<file path="config.mk">
export PLATFORM = sky130hd
export DESIGN_NAME = fp_mul_seq_flat
export DESIGN_NICKNAME = d
export VERILOG_FILES = /design/src/rtl/fp_mul_pkg.sv /design/src/rtl/fp_mul_seq_if.sv /design/src/rtl/fp_round_pack.sv /design/src/rtl/fp_mul_seq.sv /design/src/flat_wrapper.sv
export SDC_FILE = /design/constraint.sdc
export NUM_CORES = 1
export LEC_CHECK = 0
export CAP_MARGIN = 20
export CELL_PAD_IN_SITES_DETAIL_PLACEMENT = 0
export CELL_PAD_IN_SITES_GLOBAL_PLACEMENT = 1
export CORE_ASPECT_RATIO = 1.4
export CORE_MARGIN = 2
export CORE_UTILIZATION = 42
export DETAILED_ROUTE_END_ITERATION = 16
export PLACE_DENSITY_LB_ADDON = 0.1
export SLEW_MARGIN = 15
export SYNTH_ARGS = -nofsm -noshare
export SYNTH_HDL_FRONTEND = slang
export SYNTH_SLANG_ARGS = --single-unit
</file>
<file path="constraint.sdc">
create_clock -name clk -period 8.1 [get_ports clk]
set_input_delay 2.43 -clock clk [delete_from_list [all_inputs] [get_ports clk]]
set_output_delay 2.43 -clock clk [all_outputs]
set_load 0.005 [all_outputs]
</file>
<file path="src/rtl/fp_mul_pkg.sv">
// Shared types and helpers for the sequential floating-point multiplier.
// Holds round-mode codes, FSM states, operand classes and derived-width helpers.
package fp_mul_pkg;

  localparam logic [1:0] RM_RNE = 2'b00;
  localparam logic [1:0] RM_RTZ = 2'b01;
  localparam logic [1:0] RM_RUP = 2'b10;
  localparam logic [1:0] RM_RDN = 2'b11;

  typedef enum logic [1:0] {
    ST_IDLE = 2'd0,
    ST_MUL  = 2'd1,
    ST_RND  = 2'd2,
    ST_DONE = 2'd3
  } state_t;

  typedef enum logic [1:0] {
    CLS_ZERO = 2'd0,
    CLS_NORM = 2'd1,
    CLS_INF  = 2'd2,
    CLS_NAN  = 2'd3
  } fclass_t;

  function automatic int calc_w(input int exp_w, input int frac_w);
    return 1 + exp_w + frac_w;
  endfunction

  function automatic int calc_bias(input int exp_w);
    return (1 << (exp_w - 1)) - 1;
  endfunction

  // Subnormals have a zero exponent and are treated as zero on input.
  function automatic fclass_t classify(input logic exp_zero, input logic exp_ones,
                                       input logic frac_zero);
    if (exp_zero)      return CLS_ZERO;
    else if (exp_ones) return frac_zero ? CLS_INF : CLS_NAN;
    else               return CLS_NORM;
  endfunction

endpackage

</file>
<file path="src/rtl/fp_mul_seq_if.sv">
// Operand-issue and result-writeback handshake bundle for fp_mul_seq.
// master = issue/writeback side, slave = the multiplier.
interface fp_mul_seq_if #(parameter int W = 32);
  logic         in_valid;
  logic         in_ready;
  logic [W-1:0] a;
  logic [W-1:0] b;
  logic [1:0]   round_mode;
  logic         out_valid;
  logic         out_ready;
  logic [W-1:0] result;
  logic         flag_invalid;
  logic         flag_overflow;
  logic         flag_underflow;
  logic         flag_inexact;

  modport master (
    output in_valid, a, b, round_mode, out_ready,
    input  in_ready, out_valid, result,
           flag_invalid, flag_overflow, flag_underflow, flag_inexact
  );

  modport slave (
    input  in_valid, a, b, round_mode, out_ready,
    output in_ready, out_valid, result,
           flag_invalid, flag_overflow, flag_underflow, flag_inexact
  );
endinterface

</file>
<file path="src/rtl/fp_round_pack.sv">
// Combinational round/pack stage: normalised significand plus guard/round/sticky
// in, packed IEEE word and overflow/underflow/inexact out (flush-to-zero).
module fp_round_pack
  import fp_mul_pkg::*;
#(
  parameter int EXP_W  = 8,
  parameter int FRAC_W = 23
) (
  input  logic                    i_sign,
  input  logic [EXP_W+1:0]        i_exp,
  input  logic [FRAC_W:0]         i_sig,
  input  logic                    i_guard,
  input  logic                    i_round,
  input  logic                    i_sticky,
  input  logic [1:0]              i_round_mode,
  output logic [EXP_W+FRAC_W:0]   o_result,
  output logic                    o_overflow,
  output logic                    o_underflow,
  output logic                    o_inexact
);
  localparam int EW = EXP_W + 2;
  localparam int SW = FRAC_W + 1;
  localparam logic [EW-1:0] EXP_MAX = EW'((1 << EXP_W) - 1);

  logic              w_lost;
  logic              w_inc;
  logic              w_to_inf;
  logic [SW:0]       w_sum;
  logic [FRAC_W-1:0] w_frac;
  logic [EW-1:0]     w_exp;

  assign w_lost = i_guard | i_round | i_sticky;

  // NOTE: every output of a combinational block gets a default first so no latch is inferred.
  always_comb begin
    w_inc = 1'b0;
    case (i_round_mode)
      RM_RNE:  w_inc = i_guard & (i_round | i_sticky | i_sig[0]);
      RM_RTZ:  w_inc = 1'b0;
      RM_RUP:  w_inc = w_lost & ~i_sign;
      RM_RDN:  w_inc = w_lost & i_sign;
      default: w_inc = 1'b0;
    endcase
  end

  // A carry out of the increment leaves 1.000..0, so shift right and bump the exponent.
  assign w_sum  = {1'b0, i_sig} + {{SW{1'b0}}, w_inc};
  assign w_frac = w_sum[SW] ? w_sum[FRAC_W:1] : w_sum[FRAC_W-1:0];
  assign w_exp  = i_exp + {{(EW-1){1'b0}}, w_sum[SW]};

  assign w_to_inf = (i_round_mode == RM_RNE) ||
                    ((i_round_mode == RM_RUP) && !i_sign) ||
                    ((i_round_mode == RM_RDN) &&  i_sign);

  // The exponent is two's complement; its MSB marks a negative value.
  always_comb begin
    o_result    = {i_sign, w_exp[EXP_W-1:0], w_frac};
    o_overflow  = 1'b0;
    o_underflow = 1'b0;
    o_inexact   = w_lost;
    if (!w_exp[EW-1] && (w_exp >= EXP_MAX)) begin
      o_overflow = 1'b1;
      o_inexact  = 1'b1;
      o_result   = w_to_inf ? {i_sign, {EXP_W{1'b1}}, {FRAC_W{1'b0}}}
                            : {i_sign, {(EXP_W-1){1'b1}}, 1'b0, {FRAC_W{1'b1}}};
    end else if (w_exp[EW-1] || (w_exp == '0)) begin
      o_underflow = 1'b1;
      o_inexact   = 1'b1;
      o_result    = {i_sign, {(EXP_W+FRAC_W){1'b0}}};
    end
  end

endmodule

</file>
<file path="src/rtl/fp_mul_seq.sv">
// Sequential IEEE-754 multiplier: radix-2 shift-add significand product over
// FRAC_W+1 cycles, then one round/pack cycle; special operands finish in one cycle.
module fp_mul_seq
  import fp_mul_pkg::*;
#(
  parameter int EXP_W  = 8,
  parameter int FRAC_W = 23
) (
  input  logic         clk,
  input  logic         rst_n,
  fp_mul_seq_if.slave  bus
);
  localparam int W     = calc_w(EXP_W, FRAC_W);
  localparam int BIAS  = calc_bias(EXP_W);
  localparam int SW    = FRAC_W + 1;
  localparam int EW    = EXP_W + 2;
  localparam int CNT_W = $clog2(SW);

  state_t r_state, w_next_state;

  logic             r_sign;
  logic [1:0]       r_rm;
  logic [EW-1:0]    r_exp;
  logic [SW-1:0]    r_mcand;
  logic [SW-1:0]    r_mplier;
  logic [2*SW-1:0]  r_acc;
  logic [CNT_W-1:0] r_cnt;
  logic [W-1:0]     r_result;
  logic             r_flag_invalid;
  logic             r_flag_overflow;
  logic             r_flag_underflow;
  logic             r_flag_inexact;

  logic [EXP_W-1:0]  w_a_exp, w_b_exp;
  logic [FRAC_W-1:0] w_a_frac, w_b_frac;
  fclass_t           w_a_cls, w_b_cls;
  logic              w_sign_in, w_accept, w_special;
  logic              w_in_ready, w_out_valid;
  logic [W-1:0]      w_spec_result;
  logic              w_spec_invalid;
  logic [EW-1:0]     w_exp_sum;

  assign w_a_exp  = bus.a[W-2:FRAC_W];
  assign w_b_exp  = bus.b[W-2:FRAC_W];
  assign w_a_frac = bus.a[FRAC_W-1:0];
  assign w_b_frac = bus.b[FRAC_W-1:0];
  assign w_a_cls  = classify(w_a_exp == '0, &w_a_exp, w_a_frac == '0);
  assign w_b_cls  = classify(w_b_exp == '0, &w_b_exp, w_b_frac == '0);

  assign w_sign_in = bus.a[W-1] ^ bus.b[W-1];
  assign w_special = (w_a_cls != CLS_NORM) || (w_b_cls != CLS_NORM);
  assign w_accept  = bus.in_valid && (r_state == ST_IDLE);
  assign w_exp_sum = {2'b00, w_a_exp} + {2'b00, w_b_exp} - EW'(BIAS);

  // Special-case priority: NaN, inf*0, inf*x, 0*x.
  always_comb begin
    w_spec_result  = {w_sign_in, {(W-1){1'b0}}};
    w_spec_invalid = 1'b0;
    if ((w_a_cls == CLS_NAN) || (w_b_cls == CLS_NAN) ||
        ((w_a_cls == CLS_INF) && (w_b_cls == CLS_ZERO)) ||
        ((w_a_cls == CLS_ZERO) && (w_b_cls == CLS_INF))) begin
      w_spec_result  = {1'b0, {EXP_W{1'b1}}, 1'b1, {(FRAC_W-1){1'b0}}};
      w_spec_invalid = 1'b1;
    end else if ((w_a_cls == CLS_INF) || (w_b_cls == CLS_INF)) begin
      w_spec_result = {w_sign_in, {EXP_W{1'b1}}, {FRAC_W{1'b0}}};
    end
  end

  // NOTE: reset is synchronous, so it lives inside the clocked branch, not the sensitivity list.
  always_ff @(posedge clk) begin
    if (!rst_n) r_state <= ST_IDLE;
    else        r_state <= w_next_state;
  end

  always_comb begin
    w_next_state = r_state;
    w_in_ready   = 1'b0;
    w_out_valid  = 1'b0;
    case (r_state)
      ST_IDLE: begin
        w_in_ready = 1'b1;
        if (w_accept) w_next_state = w_special ? ST_DONE : ST_MUL;
      end
      ST_MUL:  if (r_cnt == CNT_W'(FRAC_W)) w_next_state = ST_RND;
      ST_RND:  w_next_state = ST_DONE;
      ST_DONE: begin
        w_out_valid = 1'b1;
        if (bus.out_ready) w_next_state = ST_IDLE;
      end
      default: w_next_state = ST_IDLE;
    endcase
  end

  // LSB-first shift-add: add the multiplicand into the upper half, then shift the
  // whole accumulator right; after SW steps it holds the full 2*SW-bit product.
  logic [SW:0] w_partial;
  assign w_partial = {1'b0, r_acc[2*SW-1:SW]} + (r_mplier[0] ? {1'b0, r_mcand} : '0);

  // Product lies in [1,4): take the top SW bits from MSB or MSB-1.
  logic          w_p_msb, w_guard, w_round, w_sticky;
  logic [SW-1:0] w_rnd_sig;
  logic [EW-1:0] w_rnd_exp;
  assign w_p_msb   = r_acc[2*SW-1];
  assign w_rnd_sig = w_p_msb ? r_acc[2*SW-1:SW] : r_acc[2*SW-2:SW-1];
  assign w_guard   = w_p_msb ? r_acc[SW-1] : r_acc[SW-2];
  assign w_round   = w_p_msb ? r_acc[SW-2] : r_acc[SW-3];
  assign w_sticky  = w_p_msb ? |r_acc[SW-3:0] : |r_acc[SW-4:0];
  assign w_rnd_exp = r_exp + {{(EW-1){1'b0}}, w_p_msb};

  logic [W-1:0] w_rp_result;
  logic         w_rp_overflow, w_rp_underflow, w_rp_inexact;

  fp_round_pack #(.EXP_W(EXP_W), .FRAC_W(FRAC_W)) u_round_pack (
    .i_sign       (r_sign),
    .i_exp        (w_rnd_exp),
    .i_sig        (w_rnd_sig),
    .i_guard      (w_guard),
    .i_round      (w_round),
    .i_sticky     (w_sticky),
    .i_round_mode (r_rm),
    .o_result     (w_rp_result),
    .o_overflow   (w_rp_overflow),
    .o_underflow  (w_rp_underflow),
    .o_inexact    (w_rp_inexact)
  );

  // NOTE: sequential state uses non-blocking assignments so every register samples pre-edge values.
  always_ff @(posedge clk) begin
    if (!rst_n) begin
      r_sign           <= 1'b0;
      r_rm             <= RM_RNE;
      r_exp            <= '0;
      r_mcand          <= '0;
      r_mplier         <= '0;
      r_acc            <= '0;
      r_cnt            <= '0;
      r_result         <= '0;
      r_flag_invalid   <= 1'b0;
      r_flag_overflow  <= 1'b0;
      r_flag_underflow <= 1'b0;
      r_flag_inexact   <= 1'b0;
    end else begin
      case (r_state)
        ST_IDLE: if (w_accept) begin
          r_sign           <= w_sign_in;
          r_rm             <= bus.round_mode;
          r_exp            <= w_exp_sum;
          r_mcand          <= {1'b1, w_a_frac};
          r_mplier         <= {1'b1, w_b_frac};
          r_acc            <= '0;
          r_cnt            <= '0;
          r_result         <= w_special ? w_spec_result : '0;
          r_flag_invalid   <= w_special & w_spec_invalid;
          r_flag_overflow  <= 1'b0;
          r_flag_underflow <= 1'b0;
          r_flag_inexact   <= 1'b0;
        end
        ST_MUL: begin
          r_acc    <= {w_partial, r_acc[SW-1:1]};
          r_mplier <= r_mplier >> 1;
          r_cnt    <= r_cnt + CNT_W'(1);
        end
        ST_RND: begin
          r_result         <= w_rp_result;
          r_flag_overflow  <= w_rp_overflow;
          r_flag_underflow <= w_rp_underflow;
          r_flag_inexact   <= w_rp_inexact;
        end
        default: ;
      endcase
    end
  end

  assign bus.in_ready       = w_in_ready;
  assign bus.out_valid      = w_out_valid;
  assign bus.result         = r_result;
  assign bus.flag_invalid   = r_flag_invalid;
  assign bus.flag_overflow  = r_flag_overflow;
  assign bus.flag_underflow = r_flag_underflow;
  assign bus.flag_inexact   = r_flag_inexact;

endmodule
</file>
<file path="src/flat_wrapper.sv">
// flat-port wrapper written by rule: the top's interface ports become plain ports
module fp_mul_seq_flat import fp_mul_pkg::*;
#(
  parameter int EXP_W  = 8,
  parameter int FRAC_W = 23
)
  (clk, rst_n, bus_in_valid, bus_a, bus_b, bus_round_mode, bus_out_ready, bus_in_ready, bus_out_valid, bus_result, bus_flag_invalid, bus_flag_overflow, bus_flag_underflow, bus_flag_inexact);
  fp_mul_seq_if bus_i ();
  input  logic clk;
  input  logic rst_n;
  input wire logic [$bits(bus_i.in_valid)-1:0] bus_in_valid;
  input wire logic [$bits(bus_i.a)-1:0] bus_a;
  input wire logic [$bits(bus_i.b)-1:0] bus_b;
  input wire logic [$bits(bus_i.round_mode)-1:0] bus_round_mode;
  input wire logic [$bits(bus_i.out_ready)-1:0] bus_out_ready;
  output wire logic [$bits(bus_i.in_ready)-1:0] bus_in_ready;
  output wire logic [$bits(bus_i.out_valid)-1:0] bus_out_valid;
  output wire logic [$bits(bus_i.result)-1:0] bus_result;
  output wire logic [$bits(bus_i.flag_invalid)-1:0] bus_flag_invalid;
  output wire logic [$bits(bus_i.flag_overflow)-1:0] bus_flag_overflow;
  output wire logic [$bits(bus_i.flag_underflow)-1:0] bus_flag_underflow;
  output wire logic [$bits(bus_i.flag_inexact)-1:0] bus_flag_inexact;
  assign bus_i.in_valid = bus_in_valid;
  assign bus_i.a = bus_a;
  assign bus_i.b = bus_b;
  assign bus_i.round_mode = bus_round_mode;
  assign bus_i.out_ready = bus_out_ready;
  assign bus_in_ready = bus_i.in_ready;
  assign bus_out_valid = bus_i.out_valid;
  assign bus_result = bus_i.result;
  assign bus_flag_invalid = bus_i.flag_invalid;
  assign bus_flag_overflow = bus_i.flag_overflow;
  assign bus_flag_underflow = bus_i.flag_underflow;
  assign bus_flag_inexact = bus_i.flag_inexact;
  fp_mul_seq #(.EXP_W(EXP_W), .FRAC_W(FRAC_W)) u_core (.clk(clk), .rst_n(rst_n), .bus(bus_i));
endmodule
</file>
* Word-level counts from Yosys, hierarchy flattened
Cells that the tools add are included.
** Storage, ports and cells
- Bits in registers :: 152
- Output and inout bits :: 38
** Operators by class
- Equal/unequal tests :: 16
- Magnitude comparators :: 1
- Reduce and logical (&&, ||, !) cells :: 35
- Add/subtract/negate cells :: 7
- Multiplexer cells :: 44
- Bitwise operators :: 10
** Operators by type and width (number)
- $mux W24 :: 4
- $mux W32 :: 3
- $pmux W48 S2 :: 1
- $mux W31 :: 3
- $pmux W32 S2 :: 1
- $mux W48 :: 1
- $pmux W24 S2 :: 1
- $logic_not A23 Y1 :: 2
- $add A24 B1 Y25 :: 1
- $add A24 B25 Y25 :: 1
- $mux W23 :: 1
- $reduce_or A22 Y1 :: 1
- $reduce_or A21 Y1 :: 1
- $add A10 B1 Y10 :: 2
- $eq A2 B2 Y1 const B :: 8
- $logic_not A8 Y1 :: 2
- $mux W2 :: 8
- $reduce_and A8 Y1 :: 2
- $mux W1 :: 14
- $ge A10 B8 Y1 const B :: 1
- $logic_not A10 Y1 :: 1
- $pmux W5 S2 :: 1
- $sub A10 B7 Y10 const B :: 1
- $add A8 B8 Y9 :: 1
- 20 further kinds :: 51

* Longest topological paths before layout
- Depth after elaboration :: 13
- Depth in mapped cells :: 30

* Hierarchy
From an unflattened synthesis, not the netlist that was laid out.
** Unflattened totals
- Cells, all modules :: 1111
- Area, all modules :: 9397.8 µm²
** Modules (own cells, without submodules)
- fp_mul_seq :: times used 1, area each 8050.2 µm², sequential area each 3042.9 µm², cells an instance 927
- fp_round_pack :: times used 1, area each 1347.5 µm², sequential area each 0.0 µm², cells an instance 184

* Worst setup path after synthesis
No wires, ideal clock.
- Kind :: register to register
- Start point :: register u_core.r_acc[47]
- End point :: register u_core.r_result[20], in the netlist u_core.bus.result[20]
- Slack :: 1.385 ns
- Arrival :: 6.593 ns
- Buffers on the path :: 6
- Period minus slack after synthesis :: 6.715 ns
- Library setup time :: 0.122 ns
- Stages on the path, launching flop included :: 31
- Cells stage by stage :: dfxtp_1 buf_4 buf_2 buf_1 clkbuf_1 a211oi_1 nand2_1 o31ai_1 a21oi_1 o21bai_1 ha_1 ha_1 nand2_1 or4b_2 nor3_1 and3_1 clkbuf_1 xor2_1 ha_1 a41oi_4 inv_1 ha_1 nand3_1 xor2_1 or4_1 o21ai_0 o31ai_1 or3_4 o211a_1 buf_6 a221o_1
** On the way
- Cells in the longest elaborated chain, start to end :: 12
- Elaborated cells between the ends (all ways) :: 24
** Ends and longest elaborated chain
- start: declaration :: RTL line fp_mul_seq.sv:26 : logic [2*SW-1:0] r_acc;
- start signal: assignment :: RTL line fp_mul_seq.sv:159 : r_acc <= {w_partial, r_acc[SW-1:1]};
- parallel branches: the longest is 10 deep, another holds $add A24 B1 Y25
- $mux W31 (*) :: RTL line fp_round_pack.sv:61 : if (!w_exp[EW-1] && (w_exp >= EXP_MAX)) begin
- $pmux W32 S2 (*) :: RTL line fp_mul_seq.sv:143 : case (r_state)
- end signal: assignment :: RTL line fp_mul_seq.sv:152 : r_result <= w_special ? w_spec_result : '0;
- end signal: assignment :: RTL line fp_mul_seq.sv:164 : r_result <= w_rp_result;
- end: declaration :: RTL line fp_mul_seq.sv:28 : logic [W-1:0] r_result;
Mark *: on every way between the ends.
A chain may end at the register's enable or synchronous reset.

* Final worst setup path
- Start point :: register u_core.r_rm[1]
- End point :: register u_core.r_result[12], in the netlist u_core.bus.result[12]
** On the way
- Cells in the longest elaborated chain, start to end :: 9
- Elaborated cells between the ends (all ways) :: 21
** Ends and longest elaborated chain
- start: declaration :: RTL line fp_mul_seq.sv:22 : logic [1:0] r_rm;
- start signal: assignment :: RTL line fp_mul_seq.sv:146 : r_rm <= bus.round_mode;
- parallel branches: the longest is 7 deep, another holds $add A24 B1 Y25
- $mux W31 (*) :: RTL line fp_round_pack.sv:61
- $pmux W32 S2 (*) :: RTL line fp_mul_seq.sv:143
Marked as above.

==> run metrics <==
outcome completed; Post-CTS Resized 0; Syn Area/Cell 8.065 µm²; TNS Setup 0 ps; Pre-antenna DRT Iters 5; Pwr Total 0.002629 W; Leak Pwr 4.122 nW; Hold Vio Cnt, Final 0; Die Y around 180 µm; slew of the pin with the lowest slew margin 949.7 ps; final core utilization 51.91%; synthesized area between 8000 and 9000 µm²; Post-synth EDFFs 0; number of buffers created by CTS 17; Hold WC Path Type reg -> reg; Worst Clk Skew 7.225 ps; Relative slew margins between 30% and 40%; crit path launch type register; maximum vdd ir drop 0.1500 mV; vias in the first global route 8107; adder-cell share of the synthesized area under 10%; FMAX 0.1537 GHz; metal2 WL roughly 13000 µm; CTS Hold Buffers Added 0; gpl congestion roughly 0.92; Clk Latency, worst-skew pair 430 ps; final routed DRC violation total 0; pin count of the biggest net entering global routing 63; commonest register cell after synthesis dfxtp_1; Crit Path Class reg -> reg; clk slew on worst S/H paths around 60 ps; core area 20560 µm²; CTS tree yes; Period Utilization, post-route 80.32%; Placed Area 10070 µm²; area growth from synthesis to layout 20.71%; met3 routed WL between 1000 and 1500 µm; DIE AREA ~22000 µm²; PD cells roughly 250 nW/µm²; GRT Residual Overflow 0; mux cell area share after synthesis ~3.2%; CTS Sinks 152; I/O Pins roughly 110; final instance area 10670 µm²; final setup vio count 0; row count 62; Compound-Gate Fraction of Synth Area 24.76%; initial antenna violation count 0; wl on met1 10850 µm; main combinational cell family by area after synthesis compound AO/OA/AOI/OAI gates; via count 8267; post-DP HPWL 18530 µm; Synth Warn # 0; post-synthesis sequential area ratio about 34%; GRT Total Usage 23.26%; first-pass GRT wire length 41580 µm; htree depth 4; Critical Path AT 6820 ps; number of fill cells 1971; die width ~130 µm; Initial DRC Count 584; Max Root-Sink Buffers 2; max-slew violations 0; Final ANT Viol Nets 0; root buf cell clkbuf_16; Distinct cells, synth between 70 and 80; Post-Syn Nets roughly 1200; top layer in use met4; ys async rst share 0%; input/output buffers ~110; max cap viols 0; Post-Synthesis Cells 1096; register bit count reported by yosys 152; R2R Setup Slk 1590 ps; Diodes inserted 0; final-stage net count 1285; Worst setup EP type register; Post-Synth Simple-Gate Area between 20% and 30%; Vias per Instance roughly 5.7; WL final 25200 µm; share of layout cells above drive strength 1 under 10%; xor/xnor share of the synthesized area between 4 and 5%; most frequent cells in the layout 151 x dfxtp_1, 127 x nor2_1, 123 x nand2_1; buffers inserted by post-CTS timing repair 0; WP data required 8420 ps; crit-path max FO 12; Tmin final 6506 ps; minimum hold slack 449.6 ps; wire per inst 17.52 µm; RSZ-0062 raised after global routing no; most common library cell in the layout ignoring fill and taps dfxtp_1; Initial Utilization 43.00%
[power breakdown]
group          switching (W)  leakage [nW]  internal (W)
clock network       0.000329         0.289      0.000487
logic               0.000505          2.59      0.000326
registers           0.000108          1.24      0.000874
total               0.000942          4.12       0.00169
[final timing paths]
kind | start | end | depth (start not counted)
setup / recovery | u_core.r_rm[1] | u_core.bus.result[12] | 24
hold reg to reg | u_core.r_mcand[19] | u_core.r_mcand[19] | 2
hold / removal | u_core.r_mcand[19] | u_core.r_mcand[19] | 2
setup reg to reg | u_core.r_rm[1] | u_core.bus.result[12] | 24
[logic make-up (layout without fill, tap and decap cells)]
family / count (synthesis) / after routing
fa+ha+maj: 45 / 45
buf+inv: 86 / 172
compound gates: 324 / 324
xor+xnor: 48 / 48
flops: 152 / 152
mux: 27 / 27
simple gates: 414 / 414
[per-stage QoR]
step           instances  setup WS (ps)
2_1_floorplan       1096           1385
3_3_place_gp        1406           1747
3_5_place_dp        1406           1647
4_1_cts             1437           1609
5_1_grt             1438           1129
6_report            1438           1594
[synthesized netlist by cell type, types with 7 or more instances]
| master | instances | area share [%] |
|---|---|---|
| dfxtp_1 | 152 | 34 |
| nor2_1 | 127 | 5.4 |
| nand2_1 | 123 | 5.2 |
| a21oi_1 | 82 | 4.6 |
| o21ai_0 | 54 | 3.1 |
| clkbuf_1 | 52 | 2.2 |
| ha_1 | 43 | 6.1 |
| a211oi_1 | 38 | 3.2 |
| a22oi_1 | 34 | 2.9 |
| and2_1 | 32 | 2.3 |
| xnor2_1 | 27 | 2.7 |
| nand4_1 | 24 | 1.7 |
| a221o_1 | 23 | 2.6 |
| nor4_1 | 23 | 1.6 |
| xor2_1 | 21 | 2.1 |
| inv_1 | 20 | 0.85 |
| mux2i_1 | 20 | 2.3 |
| o22ai_1 | 20 | 1.4 |
| nand3_1 | 15 | 0.85 |
| nor3_1 | 15 | 0.85 |
| a21o_1 | 13 | 1.1 |
| and3_1 | 12 | 0.85 |
| nand2b_1 | 9 | 0.64 |
| nor2b_1 | 9 | 0.64 |
| mux2_2 | 7 | 0.89 |
[state kept, by name, summed over array words and instances, names as in the netlist, 2 cells and up]
signal,cells
u_core.bus.result,32
u_core.r_acc,48
u_core.r_cnt,5
u_core.r_exp,10
u_core.r_mcand,24
u_core.r_mplier,24
u_core.r_rm,2
u_core.r_state,2
[final cells by class]
class	count	area, µm²	share of cell area [%]
Multi-Input combinational cell	858	5458	51.15
Inverter	20	75.07	0.7036
Sequential cell	152	3044	28.53
Clock inverter	13	170.2	1.595
Timing Repair Buffer	121	1174	11.00
Tap cell	256	320.3	3.002
Clock buffer	18	429.2	4.022
[critical path, stage by stage (launching register included)]
cell and delay [ps]:
dfxtp_1 340, and2_1 170, ha_1 260, nand2b_1 160
a21oi_1 120, o21bai_1 120, ha_1 200, ha_1 210
nand2_1 80, or4b_2 690, nor3_1 400, and3_1 360
xor2_1 180, ha_1 210, a41oi_4 50, inv_1 210
ha_1 300, nand3_1 120, xor2_1 170, or4_1 530
o21ai_0 190, o31ai_1 150, or3_4 420, o211a_1 420
a221o_1 360
[layer usage]
metal | vias up | global-route usage [%]
met5 | - | 0
met4 | 0 | 7.647
met3 | 42 | 4.904
met2 | 182 | 41.60
met1 | 3870 | 27.51
li1 | 4173 | -
Power figures use the tool's default switching activity.
